===== src/rtl/prt_frame_writer.sv =====
// prt_frame_writer: allocates a PRT slot per received frame, streams its bytes in, then finishes or invalidates it.
// Optional PRT_WRITER_FCS_STRIP_EN holds back the trailing 4-byte FCS so it is never written.
module prt_frame_writer #(
   parameter int INDEX_SIZE = 1,
   parameter int DATA_SIZE  = 8,
   parameter int FRAME_SIZE = 1518,
   parameter int MIN_FRAME  = 64
) (
   input  logic                  clk,
   input  logic                  reset,
   input  logic                  rx_valid,
   input  logic [DATA_SIZE-1:0]  rx_data,
   input  logic                  rx_last,
   input  logic                  rx_error,
   output logic                  rx_ready,
   input  logic                  prt_slot_free,
   output logic                  prt_start_req,
   input  logic                  prt_start_ack,
   input  logic [INDEX_SIZE-1:0] prt_start_slot,
   output logic                  prt_wr_en,
   output logic [DATA_SIZE-1:0]  prt_wr_data,
   output logic                  prt_finish,
   output logic                  prt_invalidate,
   output logic [INDEX_SIZE-1:0] prt_inv_slot,
   output logic                  desc_valid,
   output logic [INDEX_SIZE-1:0] desc_slot,
   output logic [15:0]           desc_len,
   input  logic                  desc_ready,
   output logic [15:0]           drop_count
);
   typedef enum logic [2:0] {IDLE, ALLOC, STREAM, RUNT, FINISH, POST, DISCARD} state_t;
   state_t                r_state;
   logic [15:0]           r_len;
   logic [INDEX_SIZE-1:0] r_slot;
   logic                  w_acc;
   logic                  w_push;
   logic [DATA_SIZE-1:0]  w_byte;
   logic [15:0]           w_len_nx;
   logic [15:0]           w_len_fin;
   logic [15:0]           w_drop_nx;
   assign rx_ready  = (r_state == STREAM) || (r_state == DISCARD);
   assign w_acc     = rx_valid && rx_ready;
   assign w_len_nx  = r_len + 16'd1;
   assign w_drop_nx = (drop_count == 16'hFFFF) ? drop_count : drop_count + 16'd1;
`ifdef PRT_WRITER_FCS_STRIP_EN
   logic [3:0][DATA_SIZE-1:0] r_dly;
   // A byte is written only once four newer bytes have arrived behind it.
   always_ff @(posedge clk)
      if (reset || prt_invalidate || r_state == FINISH) r_dly <= '0;
      else if (r_state == STREAM && w_acc) r_dly <= {r_dly[2:0], rx_data};
   assign w_push    = r_len >= 16'd4;
   assign w_byte    = r_dly[3];
   assign w_len_fin = r_len - 16'd4;
`else
   assign w_push    = 1'b1;
   assign w_byte    = rx_data;
   assign w_len_fin = r_len;
`endif
   always_ff @(posedge clk) begin
      if (reset) begin
         r_state        <= IDLE;
         r_len          <= '0;
         r_slot         <= '0;
         prt_start_req  <= 1'b0;
         prt_wr_en      <= 1'b0;
         prt_wr_data    <= '0;
         prt_finish     <= 1'b0;
         prt_invalidate <= 1'b0;
         prt_inv_slot   <= '0;
         desc_valid     <= 1'b0;
         desc_slot      <= '0;
         desc_len       <= '0;
         drop_count     <= '0;
      end else begin
         prt_wr_en      <= 1'b0;
         prt_finish     <= 1'b0;
         prt_invalidate <= 1'b0;
         case (r_state)
            IDLE: if (rx_valid && prt_slot_free) begin
               prt_start_req <= 1'b1;
               r_state       <= ALLOC;
            end
            ALLOC: if (prt_start_ack) begin
               prt_start_req <= 1'b0;
               r_slot        <= prt_start_slot;
               r_len         <= '0;
               r_state       <= STREAM;
            end
            STREAM: if (w_acc) begin
               r_len <= w_len_nx;
               if (rx_error || r_len == 16'(FRAME_SIZE)) begin
                  prt_invalidate <= 1'b1;
                  prt_inv_slot   <= r_slot;
                  drop_count     <= w_drop_nx;
                  r_state        <= rx_last ? IDLE : DISCARD;
               end else begin
                  prt_wr_en   <= w_push;
                  prt_wr_data <= w_byte;
                  if (rx_last) r_state <= (w_len_nx < 16'(MIN_FRAME)) ? RUNT : FINISH;
               end
            end
            // Runt invalidate trails its final write by one cycle.
            RUNT: begin
               prt_invalidate <= 1'b1;
               prt_inv_slot   <= r_slot;
               drop_count     <= w_drop_nx;
               r_state        <= IDLE;
            end
            FINISH: begin
               prt_finish <= 1'b1;
               desc_valid <= 1'b1;
               desc_slot  <= r_slot;
               desc_len   <= w_len_fin;
               r_state    <= POST;
            end
            POST: if (desc_ready) begin
               desc_valid <= 1'b0;
               r_state    <= IDLE;
            end
            DISCARD: if (w_acc && rx_last) r_state <= IDLE;
            default: r_state <= IDLE;
         endcase
      end
   end
endmodule

===== config.mk =====
export PLATFORM = sky130hd
export DESIGN_NAME = prt_frame_writer
export DESIGN_NICKNAME = d
export VERILOG_FILES = /design/src/rtl/prt_frame_writer.sv
export SDC_FILE = /design/constraint.sdc
export NUM_CORES = 1
export LEC_CHECK = 0
export ABC_AREA = 0
export BUFFER_PORTS_ARGS = -buffer_cell sky130_fd_sc_hd__buf_4
export CAP_MARGIN = 20
export CORE_ASPECT_RATIO = 0.8
export CORE_UTILIZATION = 50
export CTS_CLUSTER_SIZE = 12
export DETAILED_ROUTE_END_ITERATION = 8
export PLACE_DENSITY = 0.76
export SLEW_MARGIN = 20
export SYNTH_ARGS = -nofsm -noshare
export SYNTH_HDL_FRONTEND = slang
export SYNTH_SLANG_ARGS = --single-unit

===== constraint.sdc =====
create_clock -name clk -period 2.1 [get_ports clk]
set_input_delay 0.21 -clock clk [delete_from_list [all_inputs] [get_ports clk]]
set_output_delay 0.21 -clock clk [all_outputs]
set_load 0.02 [all_outputs]

==> impl_metrics.py <==
metrics = {
    "run_status": {
        "status": "finished, violations left",
        "failed_checks": "setup timing",
    },
    "placed_design": {
        "port_buffers": 64,
        "gp_congestion": 0.927,
        "dpl.hpwl_um": 6260,
        "pre_cts_slack_ns": -0.179,
        "dp.cells": 578,
    },
    "logic_synthesis": {
        "syn_avg_cell_area_um2": 8.02,
        "synth_edf_count": 0,
        "synth_fp_nets": 437,
        "yosys_warnings": 0,
        "ys_seq_elements": 67,
        "seq_area_frac_synth_pct": 40.1,
        "synth_ff_type": "dfxtp_1",
        "ys_types": 51,
        "async_flop_share_pct": 0,
        "netlist_instances": 417,
        "synthesis.area_um2": 3340,
    },
    "timing": {
        "rsz0062_at_grt": "yes",
        "clock_skew_ns": 0.00675,
        "fmax_mhz": 462,
        "min_period_ns": 2.17,
        "finalHoldViolations": 0,
        "final.setup.tns_ns": -0.351,
        "slew_headroom_pct": 52.5,
        "setup_viol": 12,
        "period_share_pct": 103,
        "setup_slack_ns": -0.0659,
        "hold_ws_ns": 0.102,
        "drv_slew": 0,
        "tightest_slew_ns": 0.710,
    },
    "setup_path": {
        "cp-start-kind": "register",
        "cp_slowest_stage_delay_ns": 0.39,
        "worstSetupPathType": "register to register",
        "path_cells": "or3_4 > nor4_4 > a21o_1 > a41oi_4 > nor4b_2 > mux2_2",
        "worstPathArrival_ns": 2.41,
        "worstPathRequired_ns": 2.34,
        "path_max_fanout": 7,
        "end_kind": "register",
        "crit_path_top_delay_cell": "or3_4",
    },
    "routing": {
        "ant_nets": 0,
        "via_count": 3456,
        "initialDrtViolationCount": 242,
        "routed_via_density": 5.79,
        "dr.pass1.iters": 5,
        "totalWireLength_um": 9160,
        "wl_per_cell_um": 15.3,
        "post-route-drc-count": 0,
    },
    "clocking": {
        "clkTransAtPathRegs_ns": 0.07,
        "postCtsHoldBufs": 0,
        "ctsLongestPathBuffers": 2,
        "htree_num_levels": 3,
        "clkLatencyLatePin_ns": 0.35,
        "cts_buffers": 9,
        "clock_sinks": 67,
        "cts_tree": "yes",
        "clockRootBuffer": "clkbuf_8",
    },
    "pwr": {
        "leakagePower_nw": 1.73,
        "power_density_nw_per_um2": 630,
        "peakVddDrop_v": 0.000393,
    },
    "floorplan": {
        "dieWidth_um": 93.4,
        "fp.dieH_um": 75.2,
        "dieArea_um2": 7020,
        "initial_core_util_pct": 52.2,
        "rows": 26,
        "ios": 65,
        "coreArea_um2": 6410,
    },
    "global_route": {
        "globalRouteOverflowTotal": 0,
        "grt_first_pass_wirelength_um": 14200,
        "track_usage_pct": 26.5,
        "grt_pass1_vias": 2898,
        "grt_max_degree": 49,
        "antenna_found_initial": 0,
    },
    "min_path": {
        "hp-class": "primary input to register",
    },
    "cells_and_area": {
        "instances_no_fill": 597,
        "final_common_cell": "buf_4",
        "final_cell_mix": "buf_4, dfxtp_1, nand2_1, nor2_1, a21oi_1",
        "fin_nets": 529,
        "antenna_cells": 0,
        "drive_gt1_share_pct": 31.4,
        "syn_to_final_growth_pct": 33.2,
    },
    "job": {
        "drv_cap": 0,
    },
}
cells in the mapped netlist, types with 2 or more instances:
cell type	count	area, µm²
a21o_1	2	15.0
a21oi_1	36	180
a22oi_1	3	22.5
a311oi_1	2	17.5
a31oi_1	2	12.5
a32oi_1	2	17.5
and3_1	5	31.3
buf_2	6	30.0
buf_6	3	33.8
clkbuf_1	18	67.6
dfxtp_1	67	1340
ha_1	3	37.5
inv_1	8	30.0
mux2_2	7	78.8
mux2i_1	11	110
nand2_1	63	236
nand2b_1	2	12.5
nand3_1	13	65.1
nand4_1	15	93.8
nor2_1	52	195
nor2b_1	9	56.3
nor3_1	7	35.0
nor4_1	11	68.8
nor4_2	2	25.0
nor4_4	2	42.5
nor4b_1	2	17.5
o21ai_0	19	95.1
o21bai_1	2	15.0
o31ai_1	2	15.0
or3_1	11	68.8
or4_1	6	45.0
xor2_1	5	43.8
flip-flops by register name (all words and copies together) (netlist names):
register,flops
prt_inv_slot,1
prt_invalidate,1
r_len,16
prt_start_req,1
prt_finish,1
desc_slot,1
r_slot,1
prt_wr_data,8
desc_valid,1
prt_wr_en,1
desc_len,16
drop_count,16
r_state,3
layout make-up:
class                   instances  area [µm²]
repair buffers                108         815
multi-input cells             315        1970
flip-flops and latches         67        1350
well taps                      84         105
clock inverters                 2        35.0
fillers                       537        1950
clock buffers                  13         159
inverters                       8        30.0
routing by layer:
metal	global-route usage, %	up-vias	share of wire (%)
li1	-	1672	-
met1	35.9	1622	44
met3	7.27	12	7.8
met4	8.03	0	1.1
met2	41.4	150	47
met5	0	-	0
power breakdown:
part	internal, mW	switching (mW)
clock network	0.606	0.482
registers	1.30	0.0411
logic	0.153	0.228
worst max-delay path: cells and delay by family (launching register included):
family          cells  cell delay, ns
compound gates      2            0.50
flops               1            0.32
mux                 1            0.36
simple gates        3            0.88
final timing paths:
| check | slack (ns) | from | depth (start not counted) | to |
|---|---|---|---|---|
| setup / recovery | -0.07 | r_len[14]$_SDFFE_PP0P_ | 6 | drop_count[9]$_SDFFE_PP0P_ |
| hold / removal | 0.10 | rx_data[4] | 3 | prt_wr_data[4]$_SDFFE_PP0P_ |
| setup reg to reg | -0.07 | r_len[14]$_SDFFE_PP0P_ | 6 | drop_count[9]$_SDFFE_PP0P_ |
| hold reg to reg | 0.46 | desc_len[6]$_SDFFE_PP0P_ | 2 | desc_len[6]$_SDFFE_PP0P_ |
logic make-up after synthesis:
logic type / Yosys count / synth area share [%]
simple gates: 208 / 32.0
compound gates: 78 / 14.3
flops: 67 / 40.1
buf+inv: 36 / 4.94
mux: 19 / 5.99
xor+xnor: 6 / 1.57
fa+ha+maj: 3 / 1.12
what timing repair did:
| action | in CTS | in global routing |
|---|---|---|
| cloned | 1 | 0 |
| gates resized for setup | 9 | 12 |
| buffers inserted | 3 | 0 |
| endpoints found under the setup margin | 16 | 23 |
| pin swaps | 10 | 7 |
per-stage QoR:
stage          util, %  instance area, µm²  total power [mW]
3_3_place_gp      64.6                4140              1.72
5_1_grt           69.5                4460              2.92
2_1_floorplan        -                3390              1.59
6_report          69.5                4460              2.81
3_5_place_dp      64.6                4140              1.72
4_1_cts           68.7                4400              2.81
Power figures use the tool's default switching activity.
